===== src/rtl/mem_arbiter.sv =====
// Two-port word arbiter: merges instruction-fetch and data-memory requests onto
// one shared memory port, one atomic transaction at a time, alternating on ties.
package lc3b_types;
  typedef logic [15:0] lc3b_word;
endpackage

module mem_arbiter
  import lc3b_types::*;
(
  input  logic       clk,
  input  logic       rst_n,
  // instruction port
  input  logic       i_read,
  input  lc3b_word   i_address,
  output lc3b_word   i_rdata,
  output logic       i_resp,
  // data port
  input  logic       d_read,
  input  logic       d_write,
  input  lc3b_word   d_address,
  input  lc3b_word   d_wdata,
  input  logic [1:0] d_byte_enable,
  output lc3b_word   d_rdata,
  output logic       d_resp,
  // shared memory port
  output logic       mem_read,
  output logic       mem_write,
  output lc3b_word   mem_address,
  output lc3b_word   mem_wdata,
  output logic [1:0] mem_byte_enable,
  input  lc3b_word   mem_rdata,
  input  logic       mem_resp
);

  typedef enum logic [1:0] {IDLE, SERVE_I, SERVE_D} state_e;
  typedef enum logic {GNT_I = 1'b0, GNT_D = 1'b1} grant_e;

  typedef struct packed {
    logic       read;
    logic       write;
    lc3b_word   address;
    lc3b_word   wdata;
    logic [1:0] byte_enable;
  } mem_req_t;

  state_e   state_q, state_d;
  grant_e   last_grant_q, last_grant_d;
  mem_req_t mreq;

  logic i_act, d_act;
  assign i_act = i_read;
  assign d_act = d_read | d_write;

  always_ff @(posedge clk or negedge rst_n) begin
    if (!rst_n) begin
      state_q      <= IDLE;
      last_grant_q <= GNT_I;
    end else begin
      state_q      <= state_d;
      last_grant_q <= last_grant_d;
    end
  end

  // An active request dropping mid-serve is an abort: back to IDLE, no resp.
  always_comb begin
    state_d      = state_q;
    last_grant_d = last_grant_q;
    unique case (state_q)
      IDLE: begin
        if (i_act && d_act) begin
          if (last_grant_q == GNT_I) begin
            state_d      = SERVE_D;
            last_grant_d = GNT_D;
          end else begin
            state_d      = SERVE_I;
            last_grant_d = GNT_I;
          end
        end else if (d_act) begin
          state_d      = SERVE_D;
          last_grant_d = GNT_D;
        end else if (i_act) begin
          state_d      = SERVE_I;
          last_grant_d = GNT_I;
        end
      end
      SERVE_I: if (!i_act || mem_resp) state_d = IDLE;
      SERVE_D: if (!d_act || mem_resp) state_d = IDLE;
      default: state_d = IDLE;
    endcase
  end

  always_comb begin
    mreq    = '0;
    i_rdata = '0;
    i_resp  = 1'b0;
    d_rdata = '0;
    d_resp  = 1'b0;
    unique case (state_q)
      SERVE_I: begin
        mreq.read        = i_read;
        mreq.address     = i_address;
        mreq.byte_enable = 2'b11;
        i_rdata          = mem_rdata;
        i_resp           = i_act & mem_resp;
      end
      SERVE_D: begin
        // write takes priority if a requester raises both strobes
        mreq.write       = d_write;
        mreq.read        = d_read & ~d_write;
        mreq.address     = d_address;
        mreq.wdata       = d_wdata;
        mreq.byte_enable = d_byte_enable;
        d_rdata          = mem_rdata;
        d_resp           = d_act & mem_resp;
      end
      default: ;
    endcase
  end

  assign mem_read        = mreq.read;
  assign mem_write       = mreq.write;
  assign mem_address     = mreq.address;
  assign mem_wdata       = mreq.wdata;
  assign mem_byte_enable = mreq.byte_enable;

endmodule


===== config.mk =====
export PLATFORM = sky130hd
export DESIGN_NAME = mem_arbiter
export DESIGN_NICKNAME = d
export VERILOG_FILES = /design/src/rtl/mem_arbiter.sv
export SDC_FILE = /design/constraint.sdc
export NUM_CORES = 1
export LEC_CHECK = 0
export ABC_AREA = 1
export CAP_MARGIN = 10
export CORE_MARGIN = 2
export CORE_UTILIZATION = 24
export CTS_BUF_LIST = sky130_fd_sc_hd__clkbuf_16
export DETAILED_ROUTE_END_ITERATION = 8
export PLACE_DENSITY = 0.87
export SYNTH_ARGS = -nofsm -noshare
export SYNTH_HDL_FRONTEND = slang
export SYNTH_SLANG_ARGS = --single-unit

===== constraint.sdc =====
create_clock -name clk -period 1.91 [get_ports clk]
set_input_delay 0.382 -clock clk [delete_from_list [all_inputs] [get_ports clk]]
set_output_delay 0.382 -clock clk [all_outputs]
set_load 0.01 [all_outputs]

==> flow_metrics.py, run 1 <==
metrics = {
    "synth": {
        "synthTopCellsByArea": "nand2_1 37%, inv_1 22%, a21oi_1 9.7%",
        "yosysMostFrequentCell": "nand2_1",
        "ys.flop_type": "dfrtp_1",
        "synth_nets": 284,
        "yosysUniqueCellTypes": 14,
        "synth-edff-count": 0,
        "synth-simple-area-share_pct": 44.36,
        "synth_top_family_by_area": "simple AND/OR/NAND/NOR gates",
        "syn_avg_cell_area_um2": 4.715,
        "async_reset_ff_share_pct": 100.0,
        "ys_seq_elements": 3,
        "netlist.top_cell.by_area": "nand2_1",
        "synthXorXnorAreaFrac_pct": 0,
        "ys_seq_area_share_pct": 7.692,
        "yosysTopAreaCellShare_pct": 37.31,
        "synthTopCellsByCount": "97 x nand2_1, 56 x inv_1, 19 x a21oi_1",
        "muxShareOfSynthArea_pct": 0,
        "yosys_warnings": 0,
        "synth_compound_area_share_pct": 10.51,
        "syn_inst": 207,
        "synthAdderAreaFrac_pct": 6.410,
        "syn_area_um2": 975.9,
    },
    "setup_path": {
        "end_kind": "output pin",
        "crit_arrival_ns": 1.51,
        "required_ns": 1.53,
        "start_kind": "flip-flop",
        "critPathMaxFanout": 5,
        "path_class": "reg2out",
    },
    "final_layout": {
        "nNetsFinal": 446,
        "antenna_cells": 0,
        "post-route-util_pct": 64.93,
        "n_fill_cell": 389,
        "area_growth_pct": 162.3,
        "final_cells": 418,
        "drive_gt1_share_pct": 28.53,
    },
    "outcome": {
        "status": "completed",
    },
    "timing": {
        "skew_ns": 0.0003691,
        "relSlewSlack_pct": 86.33,
        "grt_setup_unrepaired": "true",
        "worst_slew_pin_slew_ns": 0.2044,
        "fmax_mhz": 527.6,
        "holdWs_ns": 0.3537,
        "setup_viol": 0,
        "fin_crit_ns": 1.896,
        "hold_violations": 0,
        "period_share_pct": 99.24,
        "slew_viol_final": 0,
    },
    "die": {
        "start_util_pct": 24.75,
        "die_area_mm2": 0.004593,
        "die_y_um": 67.77,
        "io_pins": 142,
        "row_count": 23,
        "core_area_mm2": 0.003943,
        "die_x_um": 67.77,
    },
    "drt": {
        "num_vias": 1739,
        "wl_per_cell_um": 11.51,
        "met1Wirelength_um": 1678,
        "ant_nets": 0,
        "drt_pass1_iterations": 4,
        "routed_wl_um": 4812,
        "routed-wl-met3_um": 535,
        "met2WireLength_um": 2455,
        "vias_per_cell": 4.160,
        "drc": 0,
        "drtIter0Drc": 46,
        "dr.max_layer_used": "met4",
    },
    "power": {
        "irDropWorstVdd_v": 0.001058,
        "power.total_mw": 3.081,
        "p_leak_nw": 1.622,
        "power_density_mw_per_mm2": 1204,
    },
    "clocking": {
        "cts.sinks": 3,
        "insertion_delay_ns": 0.23,
        "cts_buffers": 3,
        "clkTransAtPathRegs_ns": 0.03,
        "cts-hold-fix-buffers": 0,
        "cts.path.max_buffers": 2,
        "htreeDepth": 1,
        "cts_root_buffer": "clkbuf_16",
        "tritoncts": "built",
    },
    "grt": {
        "grt_pass1_wl_um": 6879,
        "grt_overflow_total": 0,
        "grt_pass1_vias": 1529,
        "grt_max_degree": 20,
        "track_usage_pct": 19.36,
        "antenna_found_initial": 0,
    },
    "placed_design": {
        "gp_congestion": 0.7320,
        "dp.cells": 406,
        "port_buffers": 141,
        "post-dp-hpwl_um": 3895,
    },
    "worst_hold_path": {
        "min_path_type": "in2async",
    },
    "job": {
        "maxCapViolations": 0,
    },
}
[repair_timing]
action / in CTS / in global routing
resized for setup: 186 / 58
buffers inserted: 3 / 3
pin swaps: 0 / 3
setup endpoints to repair: 70 / 46
cloned: 1 / 1
[registers in the layout (all words and copies together) (netlist names)]
register,count
last_grant_q,1
state_q,2
[layer usage]
| metal | vias up | global-route usage, % |
|---|---|---|
| met1 | 724 | 20.55 |
| met2 | 96 | 36.40 |
| met5 | - | 0 |
| met4 | 0 | 9.250 |
| met3 | 13 | 3.500 |
| li1 | 906 | - |
[critical path: stages, from the launching register on]
cell     delay, ns
dfrtp_1       0.41
buf_6         0.15
ha_4          0.18
buf_12        0.14
buf_6         0.11
a21oi_4       0.12
nor2_1        0.05
buf_2         0.14
[final cells by class]
cell class / instances / area (um2) / area share (%)
timing repair buffer: 168 / 1443 / 56.35
multi-input combinational: 135 / 674.4 / 26.34
inverter: 58 / 225.2 / 8.798
sequential: 3 / 76.32 / 2.981
clock buffer: 3 / 75.07 / 2.933
tap: 50 / 62.56 / 2.444
clock inverter: 1 / 3.754 / 0.1466
[power by group]
part           switching [mW]  leakage [nW]  internal [mW]
sequential             0.0394        0.0360         0.0984
clock                  0.0643        0.0423          0.271
combinational            1.30          1.54           1.31
total                    1.40          1.62           1.68
[kinds of logic (layout without fill, tap and decap cells)]
logic type,after synthesis,in the layout
buffers and inverters,69,230
DFF,3,3
AOI/OAI and AO/OA,20,20
adders and majority gates,5,5
and+or+nand+nor,110,110
[per-stage QoR]
stage / setup TNS (ns) / cell area, um2 / setup slack (ns)
floorplan: 0 / 975.9 / 0.3642
global placement: -3.659 / 2582 / -0.1611
detailed placement: -6.395 / 2582 / -0.2080
CTS: -0.1734 / 2713 / -0.03414
global route: -0.02615 / 2560 / -0.01068
finish: 0 / 2560 / 0.01446
[placed cells by master, fill, tap and decap left out, types with 4 or more instances in the layout]
cell / Yosys / routed
a21oi_1: 19 / 16
buf_6: 2 / 5
nor2_1: 6 / 6
nand2_1: 97 / 97
buf_4: 7 / 14
dlygate4sd2_1: 0 / 11
buf_2: 2 / 31
buf_12: 0 / 6
clkbuf_16: 0 / 4
nand3_1: 5 / 4
ha_4: 0 / 4
clkdlybuf4s50_1: 0 / 71
inv_1: 56 / 55
clkbuf_2: 0 / 27
[final timing paths]
| check | endpoint | start | cells past startpoint | slack, ns |
|---|---|---|---|---|
| max in group asynchronous | state_q[0]$_DFFE_PN0P_ | rst_n | 1 | 1.38 |
| setup reg to reg | state_q[0]$_DFFE_PN0P_ | state_q[1]$_DFFE_PN0P_ | 9 | 0.42 |
| hold / removal | state_q[0]$_DFFE_PN0P_ | rst_n | 1 | 0.35 |
| setup / recovery | mem_byte_enable[1] | state_q[1]$_DFFE_PN0P_ | 7 | 0.01 |
| min in group clk | last_grant_q$_DFFE_PN0P_ | last_grant_q$_DFFE_PN0P_ | 1 | 0.49 |
| hold reg to reg | last_grant_q$_DFFE_PN0P_ | last_grant_q$_DFFE_PN0P_ | 1 | 0.49 |
No activity file was read; power rests on OpenSTA's default activity.
==> inputs of run 2 (changes only) <==
--- a/config.mk
+++ b/config.mk
@@ -12,6 +12,7 @@
 export CTS_BUF_LIST = sky130_fd_sc_hd__clkbuf_16
 export DETAILED_ROUTE_END_ITERATION = 8
 export PLACE_DENSITY = 0.87
+export RECOVER_POWER = 100
 export SYNTH_ARGS = -nofsm -noshare
 export SYNTH_HDL_FRONTEND = slang
 export SYNTH_SLANG_ARGS = --single-unit
==> flow_metrics.py, run 2 (synthesized netlist as in run 1, its figures left out) <==
metrics = {
    "grt": {
        "grt_overflow_total": 0,
        "grt_max_degree": 20,
        "grt_pass1_vias": 1529,
        "track_usage_pct": 19.36,
        "grt_pass1_wl_um": 6879,
        "antenna_found_initial": 0,
    },
    "final_layout": {
        "layout_common_cells": "97 x nand2_1, 69 x clkdlybuf4s50_1, 55 x inv_1, 31 x buf_2, 27 x clkbuf_2",
        "regArea_um2": 76.32,
        "drive_gt1_share_pct": 27.99,
        "fin_area_mm2": 0.002552,
        "layout_commonest_cell": "nand2_1",
        "multiInputGateArea_um2": 674.4,
        "largest-register": "state_q",
        "nNetsFinal": 446,
        "n_fill_cell": 391,
        "area_growth_pct": 161.5,
        "post-route-util_pct": 64.74,
        "largest_reg_flops": 2,
        "final_cells": 418,
        "top_regs": "state_q x2, last_grant_q x1",
        "antenna_cells": 0,
    },
    "drt": {
        "routed_wl_um": 4804,
        "drt_pass1_iterations": 4,
        "num_vias": 1736,
        "vias_per_cell": 4.153,
        "drc": 0,
        "ant_nets": 0,
        "drtIter0Drc": 46,
        "wl_per_cell_um": 11.49,
    },
    "power": {
        "irDropWorstVdd_v": 0.001057,
        "power_switching_mw": 1.402,
        "swShare_pct": 45.59,
        "p_leak_nw": 1.615,
        "seqPwrFrac_pct": 4.5,
        "power_frac_clock_pct": 10.9,
        "power_density_mw_per_mm2": 1205,
        "power_frac_comb_pct": 84.6,
        "p_int_mw": 1.673,
    },
    "setup_path": {
        "cpMostUsedCell": "buf_6",
        "r2r_slack_ns": 0.41,
        "path_cells": "buf_6, ha_4, buf_12, buf_6, a21oi_4, nor2_1, buf_2",
        "path_buf_inv": 4,
        "critPathMaxStageDelay_ns": 0.41,
        "crit_arrival_ns": 1.51,
        "startpoint": "state_q[1]$_DFFE_PN0P_",
        "slowest_stage": "dfrtp_1",
        "critPathMaxFanout": 5,
        "r2r_start": "state_q[1]$_DFFE_PN0P_",
        "crit_family": "buffers and inverters",
        "path_class": "reg2out",
        "end_kind": "output pin",
        "start_kind": "flip-flop",
        "required_ns": 1.53,
    },
    "timing": {
        "relSlewSlack_pct": 86.11,
        "fmax_mhz": 528.3,
        "fin_crit_ns": 1.893,
        "hold_violations": 0,
        "worst_slew_pin_slew_ns": 0.2077,
        "period_share_pct": 99.10,
        "setup-tns-final_ns": 0,
        "slew_viol_final": 0,
        "grt_setup_unrepaired": "true",
        "setup_viol": 0,
        "layout_setup_ws_ns": 0.01722,
        "skew_ns": 0.0004976,
    },
    "clocking": {
        "tritoncts": "built",
        "cts.path.max_buffers": 2,
        "clkTransAtPathRegs_ns": 0.03,
        "cts-hold-fix-buffers": 0,
        "cts.sinks": 3,
        "htreeDepth": 1,
        "cts_buffers": 3,
        "insertion_delay_ns": 0.23,
        "cts_root_buffer": "clkbuf_16",
    },
    "placed_design": {
        "pre_cts_slack_ns": -0.2080,
        "place_area_mm2": 0.002582,
        "port_buffers": 141,
        "post-dp-hpwl_um": 3895,
        "dp.cells": 406,
        "gp_congestion": 0.7320,
    },
    "die": {
        "io_pins": 142,
        "die_x_um": 67.77,
        "core_area_mm2": 0.003943,
        "die_area_mm2": 0.004593,
        "start_util_pct": 24.75,
        "die_y_um": 67.77,
        "row_count": 23,
    },
    "worst_hold_path": {
        "min_path_type": "in2async",
    },
    "outcome": {
        "status": "completed",
    },
    "job": {
        "maxCapViolations": 0,
    },
}
## run 2: per-layer routing
| layer | vias up | part of all wire, % | track usage [%] |
|---|---|---|---|
| met3 | 13 | 11 | 3.500 |
| met5 | - | 0 | 0 |
| met4 | 0 | 3.0 | 9.250 |
| met2 | 89 | 51 | 36.40 |
| li1 | 907 | - | - |
| met1 | 727 | 35 | 20.55 |
## run 2: area by class of cell
cell class	count	share of cell area, %
Timing Repair Buffer	168	56.23
Inverter	58	8.824
Tap cell	50	2.451
Clock buffer	3	2.941
Sequential cell	3	2.990
Multi-Input combinational cell	135	26.42
Clock inverter	1	0.1471
## run 2: what timing repair did
action | CTS | global route
endpoints found under the setup margin | 70 | 46
pin swaps | 0 | 3
cloned | 1 | 1
setup buffers | 3 | 3
gates resized for setup | 186 | 58
## run 2: worst reg2reg max path: cells and delay by family, from the launching register on
kind / cells / cell delay, ns
adders and majority gates: 1 / 0.18
buffers and inverters: 4 / 0.53
DFF: 1 / 0.41
and+or+nand+nor: 4 / 0.28
## run 2: power groups by stage
stage               clock network, mW  registers (mW)  logic (mW)
detailed placement                  0           0.124        2.60
global placement                    0           0.119        2.54
global route                    0.340           0.141        2.85
CTS                             0.340           0.137        2.64
finish                          0.335           0.138        2.60
floorplan                           0           0.118        1.15
## run 2: worst paths after layout
path                       cells past startpoint                       end
setup / recovery                               7        mem_byte_enable[1]
hold / removal                                 1    state_q[0]$_DFFE_PN0P_
setup reg to reg                               9    state_q[0]$_DFFE_PN0P_
hold reg to reg                                1  last_grant_q$_DFFE_PN0P_
max in group asynchronous                      1    state_q[0]$_DFFE_PN0P_
min in group clk                               1  last_grant_q$_DFFE_PN0P_
## run 2: through the flow
stage | hold slack, ns | power, mW
finish | 0.4237 | 3.075
global route | 0.4383 | 3.327
CTS | 0.3545 | 3.121
detailed placement | 0.4790 | 2.720
global placement | 0.4783 | 2.657
floorplan | 0.08641 | 1.272
